--- src/rtl/sdram_read_sequencer_pkg.sv ---
// Shared types and constants for the single-word SDRAM read sequencer.
// Commands are packed as {CS_N, RAS_N, CAS_N, WE_N}.
package sdram_read_sequencer_pkg;

    localparam int BA_W  = 2;
    localparam int ROW_W = 13;
    localparam int COL_W = 9;
    localparam int DQ_W  = 16;

    typedef logic [3:0] cmd_t;

    localparam cmd_t CMD_NOP       = 4'b0111;
    localparam cmd_t CMD_ACTIVE    = 4'b0011;
    localparam cmd_t CMD_READ      = 4'b0101;
    localparam cmd_t CMD_PRECHARGE = 4'b0010;
    localparam cmd_t CMD_DESELECT  = 4'b1111;

    typedef enum logic [3:0] {
        ST_IDLE      = 4'd0,
        ST_ACTIVATE  = 4'd1,
        ST_WAIT_RCD  = 4'd2,
        ST_READ      = 4'd3,
        ST_WAIT_CAS  = 4'd4,
        ST_CAPTURE   = 4'd5,
        ST_HOLD      = 4'd6,
        ST_PRECHARGE = 4'd7,
        ST_WAIT_RP   = 4'd8
    } state_t;

    // The bus is deselected while idle; every other non-command state idles with NOP.
    function automatic cmd_t state_cmd(input state_t st);
        cmd_t c;
        c = CMD_DESELECT;
        case (st)
            ST_IDLE:      c = CMD_DESELECT;
            ST_ACTIVATE:  c = CMD_ACTIVE;
            ST_READ:      c = CMD_READ;
            ST_PRECHARGE: c = CMD_PRECHARGE;
            ST_WAIT_RCD,
            ST_WAIT_CAS,
            ST_CAPTURE,
            ST_HOLD,
            ST_WAIT_RP:   c = CMD_NOP;
            default:      c = CMD_DESELECT;
        endcase
        return c;
    endfunction

endpackage

--- src/rtl/sdram_read_sequencer_cmd_encoder.sv ---
// Registers a packed command onto the four SDRAM command lines.
// Unknown encodings are forced to DESELECT so the device never sees a stray command.
module sdram_cmd_encoder
    import sdram_read_sequencer_pkg::*;
(
    input  logic       clk,
    input  logic       rst_n,
    input  logic [3:0] cmd_i,
    output logic       cs_n_o,
    output logic       ras_n_o,
    output logic       cas_n_o,
    output logic       we_n_o
);

    logic [3:0] cmd_d;
    logic [3:0] cmd_q;

    // Filter the requested command to the legal set.
    always_comb begin
        cmd_d = CMD_DESELECT;
        case (cmd_i)
            CMD_NOP,
            CMD_ACTIVE,
            CMD_READ,
            CMD_PRECHARGE,
            CMD_DESELECT: cmd_d = cmd_i;
            default:      cmd_d = CMD_DESELECT;
        endcase
    end

    // Command register.
    always_ff @(posedge clk or negedge rst_n) begin
        if (!rst_n) begin
            cmd_q <= CMD_DESELECT;
        end else begin
            cmd_q <= cmd_d;
        end
    end

    assign {cs_n_o, ras_n_o, cas_n_o, we_n_o} = cmd_q;

endmodule

--- src/rtl/sdram_read_sequencer.sv ---
// Single-word SDRAM read sequencer: ACTIVE, READ, capture, handshake, PRECHARGE.
// Define READ_SEQ_AUTOPRECHARGE_EN to issue READ with auto-precharge and skip PRECHARGE.
module sdram_read_sequencer
    import sdram_read_sequencer_pkg::*;
#(
    parameter int T_RCD   = 2,
    parameter int CAS_LAT = 2,
    parameter int T_RP    = 2
)(
    input  logic             CLK_48MHZ,
    input  logic             RESET,
    input  logic             ENABLE,
    input  logic [BA_W-1:0]  BA_IN,
    input  logic [ROW_W-1:0] ROW_IN,
    input  logic [COL_W-1:0] COL_IN,
    output logic             NEXT,
    output logic             CS_N,
    output logic             RAS_N,
    output logic             CAS_N,
    output logic             WE_N,
    output logic [BA_W-1:0]  SD_BA,
    output logic [ROW_W-1:0] SD_A,
    input  logic [DQ_W-1:0]  SD_DQ_IN,
    output logic [DQ_W-1:0]  DATA_OUT,
    output logic             DATA_VALID,
    input  logic             DATA_READY,
    output logic             BUSY
);

    localparam int MAX_DLY = (T_RCD > CAS_LAT) ? ((T_RCD > T_RP) ? T_RCD : T_RP)
                                               : ((CAS_LAT > T_RP) ? CAS_LAT : T_RP);
    localparam int CNT_W   = $clog2(MAX_DLY + 1);

    // Wait states count down to zero, so they are loaded with (delay - 2).
    localparam logic [CNT_W-1:0] CNT_ZERO = {CNT_W{1'b0}};
    localparam logic [CNT_W-1:0] RCD_LOAD = (T_RCD   > 1) ? CNT_W'(T_RCD - 2)   : {CNT_W{1'b0}};
    localparam logic [CNT_W-1:0] CAS_LOAD = (CAS_LAT > 1) ? CNT_W'(CAS_LAT - 2) : {CNT_W{1'b0}};
    localparam logic [CNT_W-1:0] RP_LOAD  = (T_RP    > 1) ? CNT_W'(T_RP - 2)    : {CNT_W{1'b0}};

`ifdef READ_SEQ_AUTOPRECHARGE_EN
    localparam logic AP_BIT = 1'b1;
`else
    localparam logic AP_BIT = 1'b0;
`endif

    state_t            state_d, state_q;
    logic [CNT_W-1:0]  cnt_d, cnt_q;
    logic [BA_W-1:0]   ba_d, ba_q;
    logic [ROW_W-1:0]  row_d, row_q;
    logic [COL_W-1:0]  col_d, col_q;
    logic [DQ_W-1:0]   data_d, data_q;
    logic              valid_d, valid_q;
    logic              next_d, next_q;
    logic              busy_d, busy_q;
    logic [BA_W-1:0]   sd_ba_d, sd_ba_q;
    logic [ROW_W-1:0]  sd_a_d, sd_a_q;
    logic [3:0]        cmd_s;

    // Transaction FSM, address latch, delay counter and read-data holding register.
    always_comb begin
        state_d = state_q;
        cnt_d   = cnt_q;
        ba_d    = ba_q;
        row_d   = row_q;
        col_d   = col_q;
        data_d  = data_q;
        valid_d = valid_q;
        next_d  = 1'b0;
        case (state_q)
            ST_IDLE: begin
                if (ENABLE) begin
                    ba_d    = BA_IN;
                    row_d   = ROW_IN;
                    col_d   = COL_IN;
                    state_d = ST_ACTIVATE;
                end else begin
                    state_d = ST_IDLE;
                end
            end
            ST_ACTIVATE: begin
                if (T_RCD > 1) begin
                    cnt_d   = RCD_LOAD;
                    state_d = ST_WAIT_RCD;
                end else begin
                    state_d = ST_READ;
                end
            end
            ST_WAIT_RCD: begin
                if (cnt_q == CNT_ZERO) begin
                    state_d = ST_READ;
                end else begin
                    cnt_d = cnt_q - CNT_W'(1);
                end
            end
            ST_READ: begin
                if (CAS_LAT > 1) begin
                    cnt_d   = CAS_LOAD;
                    state_d = ST_WAIT_CAS;
                end else begin
                    state_d = ST_CAPTURE;
                end
            end
            ST_WAIT_CAS: begin
                if (cnt_q == CNT_ZERO) begin
                    state_d = ST_CAPTURE;
                end else begin
                    cnt_d = cnt_q - CNT_W'(1);
                end
            end
            ST_CAPTURE: begin
                data_d  = SD_DQ_IN;
                valid_d = 1'b1;
                state_d = ST_HOLD;
            end
            ST_HOLD: begin
                if (valid_q && DATA_READY) begin
                    valid_d = 1'b0;
                    next_d  = 1'b1;
`ifdef READ_SEQ_AUTOPRECHARGE_EN
                    if (T_RP > 1) begin
                        cnt_d   = RP_LOAD;
                        state_d = ST_WAIT_RP;
                    end else begin
                        state_d = ST_IDLE;
                    end
`else
                    state_d = ST_PRECHARGE;
`endif
                end else begin
                    state_d = ST_HOLD;
                end
            end
            ST_PRECHARGE: begin
                if (T_RP > 1) begin
                    cnt_d   = RP_LOAD;
                    state_d = ST_WAIT_RP;
                end else begin
                    state_d = ST_IDLE;
                end
            end
            ST_WAIT_RP: begin
                if (cnt_q == CNT_ZERO) begin
                    state_d = ST_IDLE;
                end else begin
                    cnt_d = cnt_q - CNT_W'(1);
                end
            end
            default: begin
                state_d = ST_IDLE;
                cnt_d   = CNT_ZERO;
                valid_d = 1'b0;
            end
        endcase
    end

    // Bus address is computed from the next state so it lines up with the registered command.
    always_comb begin
        sd_ba_d = {BA_W{1'b0}};
        sd_a_d  = {ROW_W{1'b0}};
        case (state_d)
            ST_ACTIVATE: begin
                sd_ba_d = ba_d;
                sd_a_d  = row_d;
            end
            ST_READ: begin
                sd_ba_d = ba_q;
                sd_a_d  = {{(ROW_W-COL_W-2){1'b0}}, AP_BIT, 1'b0, col_q};
            end
            ST_PRECHARGE: begin
                sd_ba_d = ba_q;
                sd_a_d  = {ROW_W{1'b0}};
            end
            default: begin
                sd_ba_d = {BA_W{1'b0}};
                sd_a_d  = {ROW_W{1'b0}};
            end
        endcase
        busy_d = (state_d != ST_IDLE);
        cmd_s  = state_cmd(state_d);
    end

    // State and output registers.
    always_ff @(posedge CLK_48MHZ or negedge RESET) begin
        if (!RESET) begin
            state_q <= ST_IDLE;
            cnt_q   <= {CNT_W{1'b0}};
            ba_q    <= {BA_W{1'b0}};
            row_q   <= {ROW_W{1'b0}};
            col_q   <= {COL_W{1'b0}};
            data_q  <= {DQ_W{1'b0}};
            valid_q <= 1'b0;
            next_q  <= 1'b0;
            busy_q  <= 1'b0;
            sd_ba_q <= {BA_W{1'b0}};
            sd_a_q  <= {ROW_W{1'b0}};
        end else begin
            state_q <= state_d;
            cnt_q   <= cnt_d;
            ba_q    <= ba_d;
            row_q   <= row_d;
            col_q   <= col_d;
            data_q  <= data_d;
            valid_q <= valid_d;
            next_q  <= next_d;
            busy_q  <= busy_d;
            sd_ba_q <= sd_ba_d;
            sd_a_q  <= sd_a_d;
        end
    end

    sdram_cmd_encoder u_cmd_enc (
        .clk     (CLK_48MHZ),
        .rst_n   (RESET),
        .cmd_i   (cmd_s),
        .cs_n_o  (CS_N),
        .ras_n_o (RAS_N),
        .cas_n_o (CAS_N),
        .we_n_o  (WE_N)
    );

    assign NEXT       = next_q;
    assign BUSY       = busy_q;
    assign DATA_OUT   = data_q;
    assign DATA_VALID = valid_q;
    assign SD_BA      = sd_ba_q;
    assign SD_A       = sd_a_q;

endmodule

--- config.mk ---
export PLATFORM = sky130hd
export DESIGN_NAME = sdram_read_sequencer
export DESIGN_NICKNAME = d
export VERILOG_FILES = /design/src/rtl/sdram_read_sequencer_pkg.sv /design/src/rtl/sdram_read_sequencer_cmd_encoder.sv /design/src/rtl/sdram_read_sequencer.sv
export SDC_FILE = /design/constraint.sdc
export NUM_CORES = 1
export LEC_CHECK = 0
export ABC_AREA = 1
export CORE_ASPECT_RATIO = 0.7
export CORE_MARGIN = 2
export CORE_UTILIZATION = 45
export CTS_CLUSTER_DIAMETER = 80
export DETAILED_ROUTE_END_ITERATION = 7
export PLACE_DENSITY = 0.77
export SKIP_CTS_REPAIR_TIMING = 1
export SLEW_MARGIN = 20
export SYNTH_ARGS = -nofsm -noshare
export SYNTH_HDL_FRONTEND = slang
export SYNTH_SLANG_ARGS = --single-unit
--- constraint.sdc ---
create_clock -name CLK_48MHZ -period 2.2 [get_ports CLK_48MHZ]
set_input_delay 0.33 -clock CLK_48MHZ [delete_from_list [all_inputs] [get_ports CLK_48MHZ]]
set_output_delay 0.33 -clock CLK_48MHZ [all_outputs]
set_load 0.02 [all_outputs]
==> results of run 1 <==
-- cells in the final DEF (no fill, tap or decap), types with 4 or more instances in the layout --
| cell type | instances |
|---|---|
| clkdlybuf4s50_1 | 80 |
| dfrtp_1 | 51 |
| nand2_1 | 42 |
| inv_1 | 36 |
| nor2_1 | 14 |
| o21ai_0 | 12 |
| nand3_1 | 9 |
| o22ai_1 | 9 |
| mux2_4 | 9 |
| mux2_2 | 7 |
| clkbuf_8 | 5 |
| dfstp_2 | 4 |
-- cell families (layout without fill, tap and decap cells) --
kind of cell	count (synthesis)	after routing
AO/OA/AOI/OAI	21	21
adder cells (fa/ha/maj)	1	1
buffers and inverters	43	129
flip-flops	55	55
multiplexers	16	16
AND/OR/NAND/NOR	72	72
-- state kept, by name (all words and copies together), names as in the netlist --
signal / flops
DATA_OUT: 16
SD_A: 13
col_q: 9
state_q: 4
u_cmd_enc.cmd_q: 4
SD_BA: 2
ba_q: 2
cnt_q: 2
BUSY: 1
DATA_VALID: 1
NEXT: 1
-- per-stage QoR --
stage	hold slack [ns]	std cells	instance area (um^2)	total power [mW]
floorplan	0.0344	208	2220	2.82
detailed placement	0.359	355	3100	3.66
finish	0.0121	363	3190	4.17
CTS	0.0259	363	3190	4.21
global route	0.0492	363	3190	4.46
global placement	0.360	355	3100	3.63
-- final timing paths --
check                                    from            endpoint  slack (ns)  cells past startpoint
setup / recovery           u_cmd_enc.cmd_q[2]               RAS_N        0.45                      1
hold / removal                          RESET         DATA_OUT[7]        0.01                      1
setup reg to reg                   state_q[2]            cnt_q[1]        0.66                      8
hold reg to reg                       ba_q[1]             ba_q[1]        0.49                      2
max in group asynchronous               RESET  u_cmd_enc.cmd_q[2]        1.57                      2
min in group CLK_48MHZ                ba_q[1]             ba_q[1]        0.49                      2
-- per-layer routing --
| layer | track usage, % | up-vias | wire length, um | share of wire (%) |
|---|---|---|---|---|
| met5 | 0 | - | 0 | 0 |
| met4 | 5.77 | 0 | 63 | 1.5 |
| met3 | 5.81 | 9 | 328 | 7.8 |
| met2 | 23.0 | 54 | 1770 | 42 |
| met1 | 24.8 | 746 | 2060 | 49 |
| li1 | - | 821 | - | - |
-- cell type report --
type / count / area (um^2)
Fill cell: 381 / 1560
Sequential cell: 55 / 1380
Timing Repair Buffer: 83 / 833
Multi-Input combinational cell: 110 / 661
Inverter: 38 / 143
Tap cell: 69 / 86.3
Clock buffer: 5 / 68.8
Clock inverter: 3 / 18.8
-- where the power goes --
group	leakage [nW]	internal (mW)	switching (mW)	total [mW]
clock	0.0483	0.225	0.315	0.540
sequential	0.682	1.44	0.186	1.62
combinational	0.848	0.954	1.05	2.00
==> results.cfg, run 1 <==
[synthesis]
post_synth_num_cell_types = 19
synthSimpleGateAreaFrac_pct = 14.3
yosys_warnings = 0
syn-instance-count = 208
synth_ff_type = dfrtp_1
top_count_cell_post_synth = dfrtp_1
area_contributors_post_synth = dfrtp_1 58%, nand2_1 7.1%, inv_1 6.1%
synth.largest_area_cell = dfrtp_1
synth.area.mux_share_pct = 9.66
post-synth-top-area-fraction_pct = 57.6
synth_seq_cells = 55
syn-num-nets = 253
synth_compound_gate_area_share_pct = 5.25
synth.top_cells.by_count = 51 x dfrtp_1, 42 x nand2_1, 36 x inv_1
async_reset_ff_share_pct = 100
seq_area_frac_synth_pct = 62.3
synth_enable_flop_cells = 0
dominant_combinational_cell_family_by_area_after_synthesis = simple AND/OR/NAND/NOR gates
synthesis.area_per_instance_um2 = 10.7
synth_xor_area_share_pct = 0
synth.cell_area_mm2 = 0.00222
adder_cell_area_share_of_the_yosys_netlist_pct = 0.565

[sta]
crit_share_post_route_pct = 79.6
finalHoldViolations = 0
setup_repair_after_global_routing_missed_its_margin = false
worst_tran_pin_value_ns = 0.566
setup_slack_ns = 0.449
fin_setup_tns_ns = 0
slew_headroom_pct = 62.3
finalSetupViolCount = 0
clock_skew_ns = 0.00429
period_needed_ns = 1.75
timing_max_transition_violations_final = 0
timing.fmax_ghz = 0.571

[floorplan]
chipHeight_um = 62.7
initial_utilization_pct = 46.6
core_area_mm2 = 0.00476
dieArea_mm2 = 0.00551
dieWidth_um = 87.9
rows = 21
ios = 82

[hold_path]
worst_hold_path_type = input port to asynchronous set/reset pin

[clock_tree]
cts.sink_count = 55
ctsRootBufferMaster = clkbuf_8
clk_latency_ns = 0.30
tritoncts = done
max-clock-path-buffers = 2
ctsHtreeMaxLevel = 2
cts-buffers-inserted = 5
clk_pin_slew_worst_setup_hold_paths_ns = 0.09

[placed_design]
detailed_place_hpwl_mm = 3.17
placement.io_buffers = 81
gp_congestion = 0.894
preCtsSetupSlack_ns = 0.695

[route]
drt-initial-drc-count = 101
drt_pass1_iterations = 4
route.detailed.wl_per_inst_um = 11.6
totalWireLength_mm = 4.22
route.detailed.drc = 0
post_drt_via_cell_ratio = 4.49
dr_total_vias = 1630
ant_nets = 0

[setup_path]
crit_path_end_kind = output pin
crit_path_top_delay_cell = clkdlybuf4s50_1
critPathRequiredTime_ns = 1.87
path_delay_family = buffers and inverters
critPathKind = register to output pin
crit_path_start_kind = register
crit_chain = clkdlybuf4s50_1
cp.buffers_inverters = 1
path_max_fanout = 1
timing.critical_path.slowest_cell_delay_ns = 0.59
worstPathArrival_ns = 1.42

[global_routing]
gr-usage-all-layers_pct = 16.8
grt_pass1_wl_mm = 7.11
number_of_global_route_vias_before_repair = 1561
antenna_found_initial = 0
grt_start_max_net_pins = 32
congestion_overflow_gr = 0

[outcome]
status = completed

[final_layout]
diodes = 0
nNetsFinal = 338
layout-area-overhead-vs-synth_pct = 44.0
final_util_pct = 67.1
post_route_cells_drive_above_1_share_pct = 12.9

[power_and_ir_drop]
p_leak_nw = 1.58
power-per-cell-area_mw_per_mm2 = 1310
ir_worst_vdd_v = 0.000517

[job]
timing.max_cap.violations = 0
(Power assumes the default switching activity.)
==> inputs of run 2 (changes only) <==
--- a/config.mk
+++ b/config.mk
@@ -8,10 +8,10 @@
 export ABC_AREA = 1
 export CORE_ASPECT_RATIO = 0.7
 export CORE_MARGIN = 2
-export CORE_UTILIZATION = 45
+export CORE_UTILIZATION = 43
 export CTS_CLUSTER_DIAMETER = 80
 export DETAILED_ROUTE_END_ITERATION = 7
-export PLACE_DENSITY = 0.77
+export PLACE_DENSITY = 0.74
 export SKIP_CTS_REPAIR_TIMING = 1
 export SLEW_MARGIN = 20
 export SYNTH_ARGS = -nofsm -noshare
==> constraint.sdc (replaced) <==
create_clock -name CLK_48MHZ -period 1.85 [get_ports CLK_48MHZ]
set_input_delay 0.2775 -clock CLK_48MHZ [delete_from_list [all_inputs] [get_ports CLK_48MHZ]]
set_output_delay 0.2775 -clock CLK_48MHZ [all_outputs]
set_load 0.02 [all_outputs]
==> results.cfg, run 2 (synthesis gave the netlist of run 1 again) <==
[global_routing]
grt_start_max_net_pins = 56
number_of_global_route_vias_before_repair = 1724
antenna_found_initial = 0
grt_pass1_wl_mm = 7.64
gr-usage-all-layers_pct = 16.5
congestion_overflow_gr = 0

[setup_path]
crit_path_top_delay_cell = clkdlybuf4s50_1
timing.critical_path.slowest_cell_delay_ns = 0.60
timing.rr.start = state_q[1]
worst_r2r_path_depth = 5
critPathKind = register to output pin
crit_path_end_kind = output pin
path_delay_family = buffers and inverters
worstPathArrival_ns = 1.43
worst_r2r_endpoint = SD_BA[0]
crit_path_start_kind = register
timing.reg2reg.setup_slack_ns = 0.30
critPathRequiredTime_ns = 1.57
crit_chain = clkdlybuf4s50_1
cp.buffers_inverters = 1
path_max_fanout = 1

[route]
ant_nets = 0
totalWireLength_mm = 4.30
dr_total_vias = 1647
drt-initial-drc-count = 92
drt_pass1_iterations = 5
route.detailed.wl_per_inst_um = 11.8
route.detailed.drc = 0
post_drt_via_cell_ratio = 4.52

[final_layout]
mostFrequentLayoutCell = clkdlybuf4s50_1
multi_input_area_um2 = 661
largest_reg_flops = 16
final.fill_count = 411
final_cells = 364
diodes = 0
most_frequent_cells_in_the_layout = 80 x clkdlybuf4s50_1, 51 x dfrtp_1, 42 x nand2_1
layout-area-overhead-vs-synth_pct = 45.8
nNetsFinal = 339
final_util_pct = 66.5
sequential_cell_area_mm2 = 0.00138
post_route_cells_drive_above_1_share_pct = 12.9
design_area_mm2 = 0.00323

[job]
timing.max_cap.violations = 0

[sta]
slew_headroom_pct = 71.6
crit_share_post_route_pct = 92.5
setup_slack_ns = 0.138
clock_skew_ns = 0.00466
whs_ns = 0.481
timing.fmax_ghz = 0.584
finalHoldViolations = 0
timing_max_transition_violations_final = 0
finalSetupViolCount = 0
period_needed_ns = 1.71
setup_repair_after_global_routing_missed_its_margin = false
fin_setup_tns_ns = 0
worst_tran_pin_value_ns = 0.425

[power_and_ir_drop]
total_power_mw = 5.12
ir_worst_vdd_v = 0.000959
power-per-cell-area_mw_per_mm2 = 1590
p_leak_nw = 1.60

[floorplan]
core_area_mm2 = 0.00486
rows = 21
dieArea_mm2 = 0.00575
chipHeight_um = 64.1
ios = 82
initial_utilization_pct = 45.6
dieWidth_um = 89.8

[placed_design]
gp_congestion = 0.901
preCtsSetupSlack_ns = 0.306
placedCellCount = 355
detailed_place_hpwl_mm = 3.16
placedInstanceArea_mm2 = 0.00310
placement.io_buffers = 81

[clock_tree]
cts.sink_count = 55
tritoncts = done
max-clock-path-buffers = 2
ctsHtreeMaxLevel = 2
ctsRootBufferMaster = clkbuf_8
clk_pin_slew_worst_setup_hold_paths_ns = 0.09
cts-buffers-inserted = 5
clk_latency_ns = 0.30

[outcome]
status = completed

[hold_path]
hold_path.startpoint = ROW_IN[10]
worst_hold_depth = 3
whs_endpoint = SD_A[10]
worst_hold_path_type = input port to register
-- run 2: cell types whose count changed in the layout (fill, tap and decap cells not counted) --
cell,change
bufinv_16,+1
clkbuf_8,+1
clkinv_2,-1
dlygate4sd3_1,+1
inv_6,-1
-- run 2: worst min-delay path, stage by stage --
cell and delay, ns:
clkdlybuf4s50_1 0.39, inv_1 0.05, nor2_1 0.03
-- run 2: layout make-up --
type / instances / area share (%)
multi-input cells: 110 / 20.4
repair buffers: 84 / 26.1
inverters: 38 / 4.41
clock inverters: 2 / 1.08
flip-flops and latches: 55 / 42.7
well taps: 69 / 2.67
clock buffers: 6 / 2.56
-- run 2: worst max path at each step --
stage | start | depth (start not counted) | end | slack, ns
6_report | u_cmd_enc.cmd_q[3] | 1 | CS_N | 0.14
5_1_grt | u_cmd_enc.cmd_q[3] | 1 | CS_N | 0.1
4_1_cts | u_cmd_enc.cmd_q[3] | 1 | CS_N | 0.12
3_5_place_dp | state_q[0] | 4 | col_q[6] | 0.31
3_3_place_gp | state_q[0] | 4 | col_q[7] | 0.36
2_1_floorplan | state_q[2] | 5 | DATA_OUT[10] | 0.59
-- run 2: power by group --
part / leakage, nW / switching [mW] / internal (mW) / total (mW)
combinational: 0.852 / 1.26 / 1.14 / 2.39
sequential: 0.682 / 0.224 / 1.71 / 1.93
clock: 0.0612 / 0.358 / 0.438 / 0.796
total: 1.60 / 1.84 / 3.28 / 5.12
-- run 2: layer usage --
metal	track usage (%)	share of wire [%]	up-vias
met3	4.36	5.2	2
met5	0	0	-
met2	27.8	47	49
met4	3.85	0.44	0
met1	21.7	47	773
li1	-	-	823
==> inputs of run 3 (changes only) <==
--- a/config.mk
+++ b/config.mk
@@ -7,7 +7,6 @@
 export LEC_CHECK = 0
 export ABC_AREA = 1
 export CORE_ASPECT_RATIO = 0.7
-export CORE_MARGIN = 2
 export CORE_UTILIZATION = 43
 export CTS_CLUSTER_DIAMETER = 80
 export DETAILED_ROUTE_END_ITERATION = 7
==> results.cfg, run 3 (synthesis gave the netlist of run 1 again) <==
[placed_design]
gp_congestion = 0.875
placedInstanceArea_mm2 = 0.00310
detailed_place_hpwl_mm = 3.14
placement.io_buffers = 81
preCtsSetupSlack_ns = 0.317

[final_layout]
post_route_cells_drive_above_1_share_pct = 12.5
largest_reg_flops = 16
mostFrequentLayoutCell = clkdlybuf4s50_1
diodes = 0
design_area_mm2 = 0.00321
nNetsFinal = 339
final.fill_count = 378
layout-area-overhead-vs-synth_pct = 45.1
most_frequent_cells_in_the_layout = 80 x clkdlybuf4s50_1, 51 x dfrtp_1, 42 x nand2_1

[power_and_ir_drop]
power_frac_comb_pct = 47.6
power.share.switching_pct = 36.5
p_leak_nw = 1.59
cellInternalPower_mw = 3.19
power-per-cell-area_mw_per_mm2 = 1560
p_sw_mw = 1.83
ir_worst_vdd_v = 0.000784
seq_power_share_pct = 38.4
pwr-share-clk_pct = 14.0

[clock_tree]
clk_pin_slew_worst_setup_hold_paths_ns = 0.09
cts-buffers-inserted = 5
tritoncts = done
max-clock-path-buffers = 2
cts.sink_count = 55
clk_latency_ns = 0.30
ctsRootBufferMaster = clkbuf_8
ctsHtreeMaxLevel = 2

[setup_path]
crit_chain = clkdlybuf4s50_1
crit_path_start_kind = register
crit_path_end_kind = output pin
worstPathArrival_ns = 1.43
path_max_fanout = 1
critPathKind = register to output pin
timing.critical_path.slowest_cell_delay_ns = 0.60
crit_path_top_delay_cell = clkdlybuf4s50_1
critPathRequiredTime_ns = 1.57
cp.buffers_inverters = 1
path_delay_family = buffers and inverters

[sta]
finalSetupViolCount = 0
crit_share_post_route_pct = 92.4
finalHoldViolations = 0
fin_setup_tns_ns = 0
setup_repair_after_global_routing_missed_its_margin = false
slew_headroom_pct = 65.1
period_needed_ns = 1.71
clock_skew_ns = 0.00517
timing.fmax_ghz = 0.585
worst_tran_pin_value_ns = 0.523
setup_slack_ns = 0.141
timing_max_transition_violations_final = 0

[floorplan]
core_area_mm2 = 0.00486
ios = 82
dieWidth_um = 87.8
rows = 21
dieArea_mm2 = 0.00545
initial_utilization_pct = 45.6
chipHeight_um = 62.1

[job]
timing.max_cap.violations = 0

[route]
drt-initial-drc-count = 51
route.detailed.drc = 0
drt_pass1_iterations = 4
dr_total_vias = 1649
totalWireLength_mm = 4.27
post_drt_via_cell_ratio = 4.53
ant_nets = 0
route.detailed.wl_per_inst_um = 11.7

[hold_path]
worst_hold_path_type = register to register

[global_routing]
grt_pass1_wl_mm = 6.92
grt_start_max_net_pins = 34
antenna_found_initial = 0
number_of_global_route_vias_before_repair = 1558
congestion_overflow_gr = 0
gr-usage-all-layers_pct = 17.3

[outcome]
status = completed
==> run 3: changes by cell type in the layout (fill, tap and decap cells not counted) <==
cell       previous run  this run
clkbuf_8              6         7
clkinv_2              1         0
clkbuf_1              0         1
bufinv_16             1         0
==> run 3: cell type report <==
cell class / count / area (um^2) / share of cell area, %
clock buffers: 8 / 100 / 3.11
inverters: 38 / 143 / 4.44
multi-input cells: 110 / 661 / 20.6
flip-flops and latches: 55 / 1380 / 43.0
well taps: 69 / 86.3 / 2.69
repair buffers: 84 / 843 / 26.2
==> run 3: routing by layer <==
layer | global-route usage (%) | share of wire (%) | vias up
met4 | 7.96 | 1.1 | 0
met2 | 28.6 | 47 | 53
met5 | 0 | 0 | -
met3 | 4.62 | 5.9 | 4
li1 | - | - | 820
met1 | 21.7 | 46 | 772
==> run 3: path summary, 6_finish.rpt <==
check,from,to,slack [ns],cells after the start
max reg2reg,state_q[0],SD_BA[1],0.29,5
min reg2reg,cnt_q[1],cnt_q[1],0.48,2
min in group asynchronous,RESET,SD_A[5],0.50,2
min,cnt_q[1],cnt_q[1],0.48,2
max,u_cmd_enc.cmd_q[3],CS_N,0.14,1
max in group asynchronous,RESET,u_cmd_enc.cmd_q[3],0.73,3
==> run 3: stage by stage <==
step           cells  utilization, %  power (mW)  hold slack [ns]
2_1_floorplan    208               -        3.36          -0.0181
3_3_place_gp     355            63.9        4.31            0.282
3_5_place_dp     355            63.9        4.34            0.279
4_1_cts          363            65.9        5.06          -0.0513
5_1_grt          364            66.1        5.38            0.503
6_report         364            66.1        5.02            0.484
==> run 3: power by group through the flow <==
| stage | registers, mW | clock network, mW | logic [mW] |
|---|---|---|---|
| 2_1_floorplan | 2.36 | 0 | 0.993 |
| 3_3_place_gp | 1.95 | 0 | 2.36 |
| 3_5_place_dp | 1.95 | 0 | 2.39 |
| 4_1_cts | 1.93 | 0.721 | 2.41 |
| 5_1_grt | 1.99 | 0.764 | 2.63 |
| 6_report | 1.93 | 0.703 | 2.39 |
